--- src/rtl/ram_arb_pkg.sv ---
// Shared types and constants for the two-requester RAM arbiter.
package ram_arb_pkg;

  localparam int NUM_REQ    = 2;
  localparam int DEF_DATA_W = 8;
  localparam int DEF_ADDR_W = 1;

  // One transaction walks IDLE -> ACCESS -> RESP -> IDLE.
  typedef enum logic [1:0] {
    IDLE   = 2'd0,
    ACCESS = 2'd1,
    RESP   = 2'd2
  } state_t;

endpackage

--- src/rtl/ram_arb_rr_pick.sv ---
// Combinational winner select for two requesters.
// Default: a tie goes to the requester named by ptr (round robin).
// With RAM_ARB_FIXED_PRIO_EN defined: a tie always goes to requester 0 and
// ptr is ignored.
module ram_arb_rr_pick
  import ram_arb_pkg::*;
(
  input  logic [NUM_REQ-1:0] req,
  input  logic               ptr,
  output logic [NUM_REQ-1:0] win
);

`ifdef RAM_ARB_FIXED_PRIO_EN
  logic unused_ptr;
  assign unused_ptr = ptr;

  // Requester 0 beats requester 1 whenever both ask.
  always_comb begin
    win    = '0;
    win[0] = req[0];
    win[1] = req[1] & ~req[0];
  end
`else
  // A lone requester wins; a tie goes to the pointer holder.
  always_comb begin
    // NOTE: every output gets a default first so no path leaves it unassigned
    // (otherwise a latch is inferred).
    win = req;
    if (req == 2'b11) begin
      win = ptr ? 2'b10 : 2'b01;
    end
  end
`endif

endmodule

--- src/rtl/ram_rr_arbiter.sv ---
// Two-requester sequencer for a small synchronous RAM. One transaction
// takes three cycles: grant + RAM strobe, RAM access, then ack (+ read data).
// All outputs are registered. Optional macro RAM_ARB_FIXED_PRIO_EN replaces
// round-robin tie breaking with fixed priority for requester 0.
module ram_rr_arbiter
  import ram_arb_pkg::*;
#(
  parameter int DATA_W = DEF_DATA_W,
  parameter int ADDR_W = DEF_ADDR_W
) (
  input  logic                clk,
  input  logic                rst,
  input  logic [NUM_REQ-1:0]  req_i,
  input  logic [NUM_REQ-1:0]  we_i,
  input  logic [ADDR_W-1:0]   addr0_i,
  input  logic [ADDR_W-1:0]   addr1_i,
  input  logic [DATA_W-1:0]   wdata0_i,
  input  logic [DATA_W-1:0]   wdata1_i,
  output logic [NUM_REQ-1:0]  gnt_o,
  output logic [NUM_REQ-1:0]  ack_o,
  output logic [DATA_W-1:0]   rdata_o,
  output logic                mem_en_o,
  output logic                mem_we_o,
  output logic [ADDR_W-1:0]   mem_addr_o,
  output logic [DATA_W-1:0]   mem_wdata_o,
  input  logic [DATA_W-1:0]   mem_rdata_i
);

  state_t              state_q, state_d;
  logic [NUM_REQ-1:0]  win_q, win_d;      // requester owning the current transaction
  logic [NUM_REQ-1:0]  win;
  logic [NUM_REQ-1:0]  gnt_d, ack_d;
  logic [DATA_W-1:0]   rdata_d, mem_wdata_d;
  logic [ADDR_W-1:0]   mem_addr_d;
  logic                mem_en_d, mem_we_d;
  logic                ptr_q;

`ifdef RAM_ARB_FIXED_PRIO_EN
  assign ptr_q = 1'b0;
`else
  // Round-robin pointer: after each completed transaction the other requester
  // is preferred on the next tie.
  always_ff @(posedge clk or posedge rst) begin
    if (rst) begin
      ptr_q <= 1'b0;
    end else if (state_q == RESP) begin
      ptr_q <= win_q[0];
    end
  end
`endif

  ram_arb_rr_pick u_pick (
    .req (req_i),
    .ptr (ptr_q),
    .win (win)
  );

  // Next-state and next-output logic; command registers hold between grants.
  always_comb begin
    state_d     = state_q;
    win_d       = win_q;
    gnt_d       = '0;
    ack_d       = '0;
    rdata_d     = rdata_o;
    mem_en_d    = 1'b0;
    mem_we_d    = mem_we_o;
    mem_addr_d  = mem_addr_o;
    mem_wdata_d = mem_wdata_o;
    case (state_q)
      IDLE: begin
        if (|req_i) begin
          state_d  = ACCESS;
          win_d    = win;
          gnt_d    = win;
          mem_en_d = 1'b1;
          if (win[1]) begin
            mem_we_d    = we_i[1];
            mem_addr_d  = addr1_i;
            mem_wdata_d = wdata1_i;
          end else begin
            mem_we_d    = we_i[0];
            mem_addr_d  = addr0_i;
            mem_wdata_d = wdata0_i;
          end
        end
      end
      ACCESS: begin
        state_d = RESP;
      end
      RESP: begin
        state_d = IDLE;
        ack_d   = win_q;
        if (!mem_we_o) begin
          rdata_d = mem_rdata_i;
        end
      end
      default: begin
        state_d = IDLE;
      end
    endcase
  end

  // State and registered outputs; reset aborts any transaction in flight.
  always_ff @(posedge clk or posedge rst) begin
    if (rst) begin
      state_q     <= IDLE;
      win_q       <= '0;
      gnt_o       <= '0;
      ack_o       <= '0;
      rdata_o     <= '0;
      mem_en_o    <= 1'b0;
      mem_we_o    <= 1'b0;
      mem_addr_o  <= '0;
      mem_wdata_o <= '0;
    end else begin
      // NOTE: sequential state uses non-blocking assignments so every register
      // samples pre-edge values regardless of statement order.
      state_q     <= state_d;
      win_q       <= win_d;
      gnt_o       <= gnt_d;
      ack_o       <= ack_d;
      rdata_o     <= rdata_d;
      mem_en_o    <= mem_en_d;
      mem_we_o    <= mem_we_d;
      mem_addr_o  <= mem_addr_d;
      mem_wdata_o <= mem_wdata_d;
    end
  end

endmodule

--- config.mk ---
export PLATFORM = sky130hd
export DESIGN_NAME = ram_rr_arbiter
export DESIGN_NICKNAME = d
export VERILOG_FILES = /design/src/rtl/ram_arb_pkg.sv /design/src/rtl/ram_arb_rr_pick.sv /design/src/rtl/ram_rr_arbiter.sv
export SDC_FILE = /design/constraint.sdc
export NUM_CORES = 1
export LEC_CHECK = 0
export ABC_AREA = 0
export CAP_MARGIN = 20
export CORE_ASPECT_RATIO = 1.4
export CORE_MARGIN = 8
export CORE_UTILIZATION = 44
export CTS_CLUSTER_DIAMETER = 150
export DETAILED_ROUTE_END_ITERATION = 10
export PLACE_DENSITY = 0.84
export RECOVER_POWER = 50
export SYNTH_ARGS = -nofsm -noshare
export SYNTH_HDL_FRONTEND = slang
export SYNTH_HIERARCHICAL = 1
export SYNTH_SLANG_ARGS = --single-unit
--- constraint.sdc ---
create_clock -name clk -period 3.15 [get_ports clk]
set_clock_uncertainty 0.2 [all_clocks]
set_input_delay 0.4725 -clock clk [delete_from_list [all_inputs] [get_ports clk]]
set_output_delay 0.4725 -clock clk [all_outputs]
set_load 0.005 [all_outputs]
# [After elaboration in Yosys (flattened, before gate mapping)]
# Index checks and enable logic that the tools add are counted.
# Widths: inputs -> output; s select.
[word_totals] ff_bits=28 in_bits=32
[classes] eq_ne=4 mux=12 bitwise=1 n_reduce_logical=4
[op_table] operator="$mux 2" count=6
[op_table] operator="$mux 8" count=1
[op_table] operator="$eq 2x2->1 const B" count=2
[op_table] operator="$mux 1" count=4
[op_table] operator="$pmux 2 s2" count=1
[op_table] operator="$reduce_and 2->1" count=2
[op_table] operator="$eq 2x1->1 const B" count=1
[op_table] operator="$logic_not 2->1" count=1
[op_table] operator="$ne 2x2->1 const B" count=1
[op_table] operator="$reduce_or 2->1" count=1
[op_table] operator="$not 1->1" count=1

# [Logic depth before layout (Yosys ltp)]
# Gate-level depths: netlist of run 1.
[depth] depth_word=4 ltp_mapped=5 mapped_depth_nobuf=4

# [Cells and area by module]
# Netlist of run 1, hierarchy kept.
[by_module_without_submodules] mod="ram_rr_arbiter" instances=1 cells_per_inst=73 area_per_inst_um2=1208.7
[by_module_without_submodules] mod="ram_arb_rr_pick" instances=1 cells_per_inst=3 area_per_inst_um2=18.8

# [Worst setup path before layout of run 1]
# OpenSTA, ideal clock, no wires.
[synth_path] kind="input-to-reg" from="input req_i[1]" to="register mem_wdata_o[2]" setup_time_ps=125 t_arrival_ps=1509 slack_ps=1316 cell_stages=4 path_cell_list="a21boi_1 -> buf_2 -> mux2_2 -> mux2_2"
[synth_via] elab_chain_cells=3 word_cells_on_any_way=5 cone_classes="eq/ne (1); mux (2); reduce/logical (2)"
[synth_lines] element="start: declaration" line_no="ram_rr_arbiter.sv:13" source="input logic [NUM_REQ-1:0] req_i,"
[synth_lines] element="$eq 2x2->1" line_no="ram_arb_rr_pick.sv:29" source="if (req == 2'b11) begin"
[synth_lines] element="$mux 2" line_no="ram_arb_rr_pick.sv:29"
[synth_lines] element="$mux 8" line_no="ram_rr_arbiter.sv:76" source="if (win[1]) begin"
[synth_lines] element="end signal: assignment" line_no="ram_rr_arbiter.sv:126" source="mem_wdata_o <= mem_wdata_d;"
[synth_lines] element="end: declaration" line_no="ram_rr_arbiter.sv:25" source="output logic [DATA_W-1:0] mem_wdata_o,"
# Several ways; a longest one is shown, not always the timed one.
# A chain may end at the register's enable or synchronous reset.

# [Worst setup path after layout of run 1]
[layout_path] from="register state_q[1]" to="register rdata_o[6]"
[layout_via] elab_chain_cells=2
[layout_lines] element="start: declaration" line_no="ram_rr_arbiter.sv:29" source="state_t state_q, state_d;"
[layout_lines] element="start signal: assignment" line_no="ram_rr_arbiter.sv:118" source="state_q <= state_d;"
[layout_lines] element="$eq 2x2->1" line_no="ram_rr_arbiter.sv:69" source="case (state_q)"
[layout_lines] element="$reduce_and 2->1 (no line)"
[layout_lines] element="end signal: assignment" line_no="ram_rr_arbiter.sv:122" source="rdata_o <= rdata_d;"
[layout_lines] element="end: declaration" line_no="ram_rr_arbiter.sv:21" source="output logic [DATA_W-1:0] rdata_o,"
# No other way between the ends.

==> results of run 1 <==
-- how the worst max path moves through the flow --
| stage | cells past startpoint | endpoint | start |
|---|---|---|---|
| 2_1_floorplan | 4 | mem_wdata_o[2]$_DFFE_PP0P_ | req_i[1] |
| 3_3_place_gp | 4 | mem_addr_o$_DFFE_PP0P_ | req_i[1] |
| 3_5_place_dp | 5 | mem_wdata_o[7]$_DFFE_PP0P_ | req_i[1] |
| 4_1_cts | 1 | mem_we_o | mem_we_o$_DFFE_PP0P_ |
| 5_1_grt | 3 | mem_addr_o$_DFFE_PP0P_ | rst |
| 6_report | 3 | rdata_o[6]$_DFFE_PP0P_ | state_q[1]$_DFFE_PP0P_ |
-- logic make-up (layout without fill, tap and decap cells) --
family,Yosys count,after routing,synth area share (%)
and+or+nand+nor,10,10,7.24
buffers and inverters,5,62,3.57
AOI/OAI and AO/OA,2,2,1.22
muxes,31,31,30.9
DFF,28,28,57.1
-- power groups by stage --
stage / registers [W] / clock network, W / logic, W
after detailed placement: 0.000641 / 0 / 0.000717
after CTS: 0.000636 / 0.000229 / 0.000719
after global placement: 0.000629 / 0 / 0.000699
final: 0.000624 / 0.000226 / 0.000670
after global routing: 0.000649 / 0.000247 / 0.000717
after floorplan: 0.000640 / 0 / 0.000354
-- Yosys cell counts --
| library cell | instances |
|---|---|
| buf_12 | 1 |
| a21boi_1 | 2 |
| buf_2 | 1 |
| nor2_1 | 1 |
| dfrtp_1 | 28 |
| mux2_4 | 8 |
| mux2_2 | 23 |
| and2_1 | 2 |
| and2_2 | 2 |
| inv_1 | 2 |
| and2b_2 | 1 |
| nor3_4 | 1 |
| nor3_1 | 1 |
| buf_6 | 1 |
| nor2b_4 | 2 |
-- placed cells by master (no fill, tap or decap) --
master,Yosys,final
mux2_2,23,26
nor3_4,1,1
dlygate4sd3_1,0,2
mux2_1,0,1
inv_1,2,2
and2b_2,1,1
a21boi_1,2,2
bufinv_16,0,1
dfrtp_1,28,28
clkbuf_4,0,3
nor3_1,1,1
clkdlybuf4s50_1,0,52
clkbuf_1,0,1
mux2_4,8,4
buf_4,0,1
and2_1,2,2
nor2_1,1,1
and2_2,2,2
nor2b_1,0,2
-- per-layer routing --
layer / up-vias / routed length, um
li1: 373 / -
met1: 387 / 1120
met2: 36 / 1400
met3: 2 / 170
met4: 0 / 17
met5: - / 0
-- critical path: cells and delay by family, from the launching register on --
family | cells | cell delay (ps)
simple gates | 2 | 990
mux | 1 | 410
flops | 1 | 460
-- sequential cells by signal (all words and copies together) (netlist names) --
register / cells
mem_en_o: 1
ack_o: 2
mem_wdata_o: 8
mem_we_o: 1
ptr_q: 1
mem_addr_o: 1
gnt_o: 2
win_q: 2
state_q: 2
rdata_o: 8
-- final cells by class --
class | instances | area [sq um]
inverters | 2 | 7.51
clock inverters | 1 | 30.0
flip-flops and latches | 28 | 701
multi-input cells | 43 | 453
fillers | 210 | 832
clock buffers | 3 | 22.5
well taps | 36 | 45.0
repair buffers | 56 | 552
-- stage by stage --
stage | cell area [sq um] | hold WS [ps]
CTS | 1840 | 299
global route | 1810 | 335
floorplan | 1230 | 263
global placement | 1790 | 278
detailed placement | 1790 | 292
finish | 1810 | 322
==> impl_metrics.json, run 1 <==
{
  "fp.dieW_um": 60.6,
  "antenna_found_initial": 0,
  "r2r_end": "rdata_o[6]$_DFFE_PP0P_",
  "gp_congestion": 0.675,
  "cts_tree": "yes",
  "start_util_pct": 46.4,
  "clock_latency_ps": 310,
  "grt_pass1_vias": 897,
  "vias": 798,
  "maxSlewHeadroom_pct": 5.82,
  "intPower_w": 0.00113,
  "synth_seq_cells": 28,
  "avgSynthCellArea_sq_um": 16.2,
  "dpl_worst_slack_ps": 829,
  "crit_top_cell": "nor2b_1",
  "use_met2_pct": 20.8,
  "ff2ff_setup_slack_ps": 990,
  "synth.top_cell.area_share_pct": 57.1,
  "num_io_pins": 55,
  "gr-total-overflow": 0,
  "h-tree-depth": 1,
  "p_seq_share_pct": 41.0,
  "hold_depth": 1,
  "reg2reg_from": "state_q[1]$_DFFE_PP0P_",
  "hp-start": "rdata_o[3]$_DFFE_PP0P_",
  "cts_resized": 0,
  "synth_fp_nets": 108,
  "gr-max-usage-layer": "met2",
  "coreArea_sq_mm": 0.00264,
  "port_buffers": 54,
  "grt_max_degree": 29,
  "die-area_sq_mm": 0.00476,
  "tightestPinTransition_ps": 1410,
  "fin_ws_ps": 988,
  "power_density_mw_per_mm2": 840,
  "min_to": "rdata_o[3]$_DFFE_PP0P_",
  "cts_made_buffers": 3,
  "crit_type": "register to register",
  "dp_hpwl_um": 2240,
  "fin_crit_sh_pct": 68.6,
  "drv_slew": 0,
  "cap_violations": 0,
  "endpoint_kind": "register",
  "drive_gt1_share_pct": 29.3,
  "crit_chain": "nor2b_1 > nor2b_1 > mux2_2",
  "rsz0062_at_grt": "false",
  "grtUsageMet3_pct": 3.10,
  "power.leakage_nw": 0.761,
  "p_sw_w": 0.000394,
  "hold_path_class": "register to register",
  "syn_inst": 76,
  "p_total_w": 0.00152,
  "worstSetupStartpointType": "register",
  "cpMaxStageDelayCell": "nor2b_1",
  "rr_worst_depth": 3,
  "grt_pass1_wl_um": 4490,
  "required_ps": 3160,
  "switching_share_pct": 25.9,
  "post-route-util_pct": 68.5,
  "grt_usage_pct": 11.9,
  "wl_per_cell_um": 16.0,
  "antenna_left": 0,
  "place_inst": 165,
  "floorplan.die.height_um": 78.5,
  "drc_errors": 0,
  "seq_area_frac_synth_pct": 57.1,
  "finalNonFillerCells": 169,
  "root_buffer": "clkbuf_4",
  "rows": 22,
  "via_per_inst": 4.72,
  "yosys_warnings": 6,
  "drtIter0Drc": 16,
  "fin_setup_tns_ps": 0,
  "first_pass_iters": 3,
  "period_needed_ps": 2160,
  "synthToLayoutAreaGrowth_pct": 47.5,
  "routed_wl_um": 2700,
  "cp_data_arrival_time_ps": 2180,
  "cpPeakStageDelay_ps": 710,
  "worstPathMaxFanout": 8,
  "post_cts_buffers": 0,
  "final_nets": 166,
  "combPwrFrac_pct": 44.1,
  "clkPwrFrac_pct": 14.9,
  "fmax_mhz": 462,
  "peakVddDrop_uv": 474,
  "cts_sinks": 28,
  "status": "finished clean",
  "diodes": 0,
  "use_met1_pct": 13.9,
  "syn-cell-area_sq_mm": 0.00123,
  "synth_top_area_cell": "dfrtp_1",
  "clk_path_buf_depth": 2,
  "clkTransAtPathRegs_ps": 140,
  "setup_viol": 0,
  "holdBufCountCts": 0,
  "synth_area_leaders": "dfrtp_1, mux2_2, mux2_4",
  "hold_violations": 0,
  "synth_cell_type_count": 15
}
No activity file was read; power rests on OpenSTA's default activity.
==> inputs of run 2 (changes only) <==
Settings changed: CORE_UTILIZATION 44 to 41, PLACE_DENSITY 0.84 to 0.79.
Clock period 3.15 ns to 2 ns, I/O delays scaled along.
==> run 2 against run 1 <==
  * Combinational power grew 73%
  * Non-clock buffer count rose by 4
  * Via count is 2.3% higher
  * Sequential power rose by 58%
  * Count of clock-buffer cells in the layout up 1
  * First-iteration DRC count did not move
  * Wire length decreased by 0.63%
  * Sequential share of layout area shrank 1.4 points
  * Register-to-register slack lost 750 ps
  * Clock power grew 46%
==> impl_metrics.json, run 2 (synthesis gave the netlist of run 1 again) <==
{
  "power.leakage_nw": 0.809,
  "status": "finished clean",
  "post-route-util_pct": 66.0,
  "fin_crit_sh_pct": 90.9,
  "final_nets": 170,
  "fmax_mhz": 550,
  "coreArea_sq_mm": 0.00285,
  "clk_path_buf_depth": 2,
  "post_cts_buffers": 0,
  "port_buffers": 54,
  "power_density_mw_per_mm2": 1320,
  "grt_pass1_vias": 937,
  "hold_violations": 0,
  "grtUsageMet3_pct": 4.81,
  "cts_sinks": 28,
  "tightestPinTransition_ps": 663,
  "required_ps": 1950,
  "seq_area_sq_um": 701,
  "maxSlewHeadroom_pct": 55.8,
  "crit_type": "input pin to register",
  "mostFrequentLayoutCells": "clkdlybuf4s50_1, dfrtp_1, mux2_2",
  "clkTransAtPathRegs_ps": 90,
  "rsz0062_at_grt": "false",
  "grt_pass1_wl_um": 4640,
  "clock_latency_ps": 260,
  "dp_hpwl_um": 2190,
  "die-area_sq_mm": 0.00503,
  "period_needed_ps": 1820,
  "drive_gt1_share_pct": 33.6,
  "gr-max-usage-layer": "met2",
  "num_io_pins": 55,
  "root_buffer": "clkbuf_8",
  "cp_data_arrival_time_ps": 1770,
  "cap_violations": 0,
  "use_met2_pct": 19.4,
  "grt_max_degree": 29,
  "cts_tree": "yes",
  "antenna_left": 0,
  "worstPathMaxFanout": 7,
  "via_per_inst": 4.69,
  "cts_made_buffers": 3,
  "setup_viol": 0,
  "synthToLayoutAreaGrowth_pct": 53.2,
  "final_common_cell": "clkdlybuf4s50_1",
  "rows": 23,
  "holdBufCountCts": 0,
  "grt_usage_pct": 11.3,
  "use_met1_pct": 13.1,
  "gp_congestion": 0.631,
  "drc_errors": 0,
  "fp.dieW_um": 62.2,
  "routed_wl_um": 2690,
  "antenna_found_initial": 0,
  "wl_per_cell_um": 15.4,
  "vias": 816,
  "drv_slew": 0,
  "gr-total-overflow": 0,
  "drtIter0Drc": 16,
  "diodes": 0,
  "multi_input_area_sq_um": 475,
  "worstSetupStartpointType": "input pin",
  "dpl_worst_slack_ps": -81.9,
  "hold_path_class": "register to register",
  "h-tree-depth": 1,
  "first_pass_iters": 2,
  "cts_resized": 0,
  "whs_ps": 297,
  "finalInstanceArea_sq_mm": 0.00188,
  "peakVddDrop_uv": 760,
  "fin_ws_ps": 182,
  "endpoint_kind": "register",
  "reg_top3": "mem_wdata_o: 8 flops, rdata_o: 8 flops",
  "floorplan.die.height_um": 80.7,
  "fillCellCount": 219,
  "place_area_sq_mm": 0.00184,
  "start_util_pct": 43.1
}
-- run 2: changes by cell type in the layout (fill, tap and decap cells not counted), moves of 2 or more --
cell / delta
mux2_2: -3
clkbuf_8: +4
mux2_4: +4
dlygate4sd3_1: +2
buf_4: +2
clkbuf_4: -2
clkdlybuf4s50_1: -2
-- run 2: metal layers --
layer  vias up  routed length, um
li1        386                  -
met4         0                  0
met2        42               1360
met3         0                264
met5         -                  0
met1       388               1060
-- run 2: cell type report --
type | instances | share of cell area (%)
well taps | 37 | 2.46
clock buffers | 4 | 2.93
flip-flops and latches | 28 | 37.3
multi-input cells | 43 | 25.3
inverters | 2 | 0.399
repair buffers | 60 | 31.7
-- run 2: where the power goes --
group | switching, W | leakage [nW] | internal [W]
registers | 0.000156 | 0.340 | 0.000831
logic | 0.000336 | 0.440 | 0.000825
clock network | 0.000154 | 0.0288 | 0.000176
-- run 2: worst max-delay path, stage by stage --
cell	delay, ps
clkdlybuf4s50_1	480
a21boi_1	200
buf_4	180
mux2_2	340
mux2_2	270
-- run 2: stage by stage --
stage          power (W)  std cells  TNS, ps
6_report         0.00248        174        0
5_1_grt          0.00265        174        0
4_1_cts          0.00255        174        0
3_5_place_dp     0.00220        170     -686
3_3_place_gp     0.00216        170     -758
2_1_floorplan    0.00156         76        0
-- run 2: path summary, 6_finish.rpt --
check / startpoint / slack [ps] / endpoint / cells past startpoint
min in group asynchronous: rst / 450 / rdata_o[2]$_DFFE_PP0P_ / 3
max: req_i[1] / 180 / mem_wdata_o[7]$_DFFE_PP0P_ / 5
max in group asynchronous: rst / 730 / mem_wdata_o[5]$_DFFE_PP0P_ / 3
max reg2reg: state_q[1]$_DFFE_PP0P_ / 240 / rdata_o[2]$_DFFE_PP0P_ / 3
min: win_q[1]$_DFFE_PP0P_ / 300 / ack_o[1]$_DFF_PP0_ / 1
min reg2reg: win_q[1]$_DFFE_PP0P_ / 300 / ack_o[1]$_DFF_PP0_ / 1
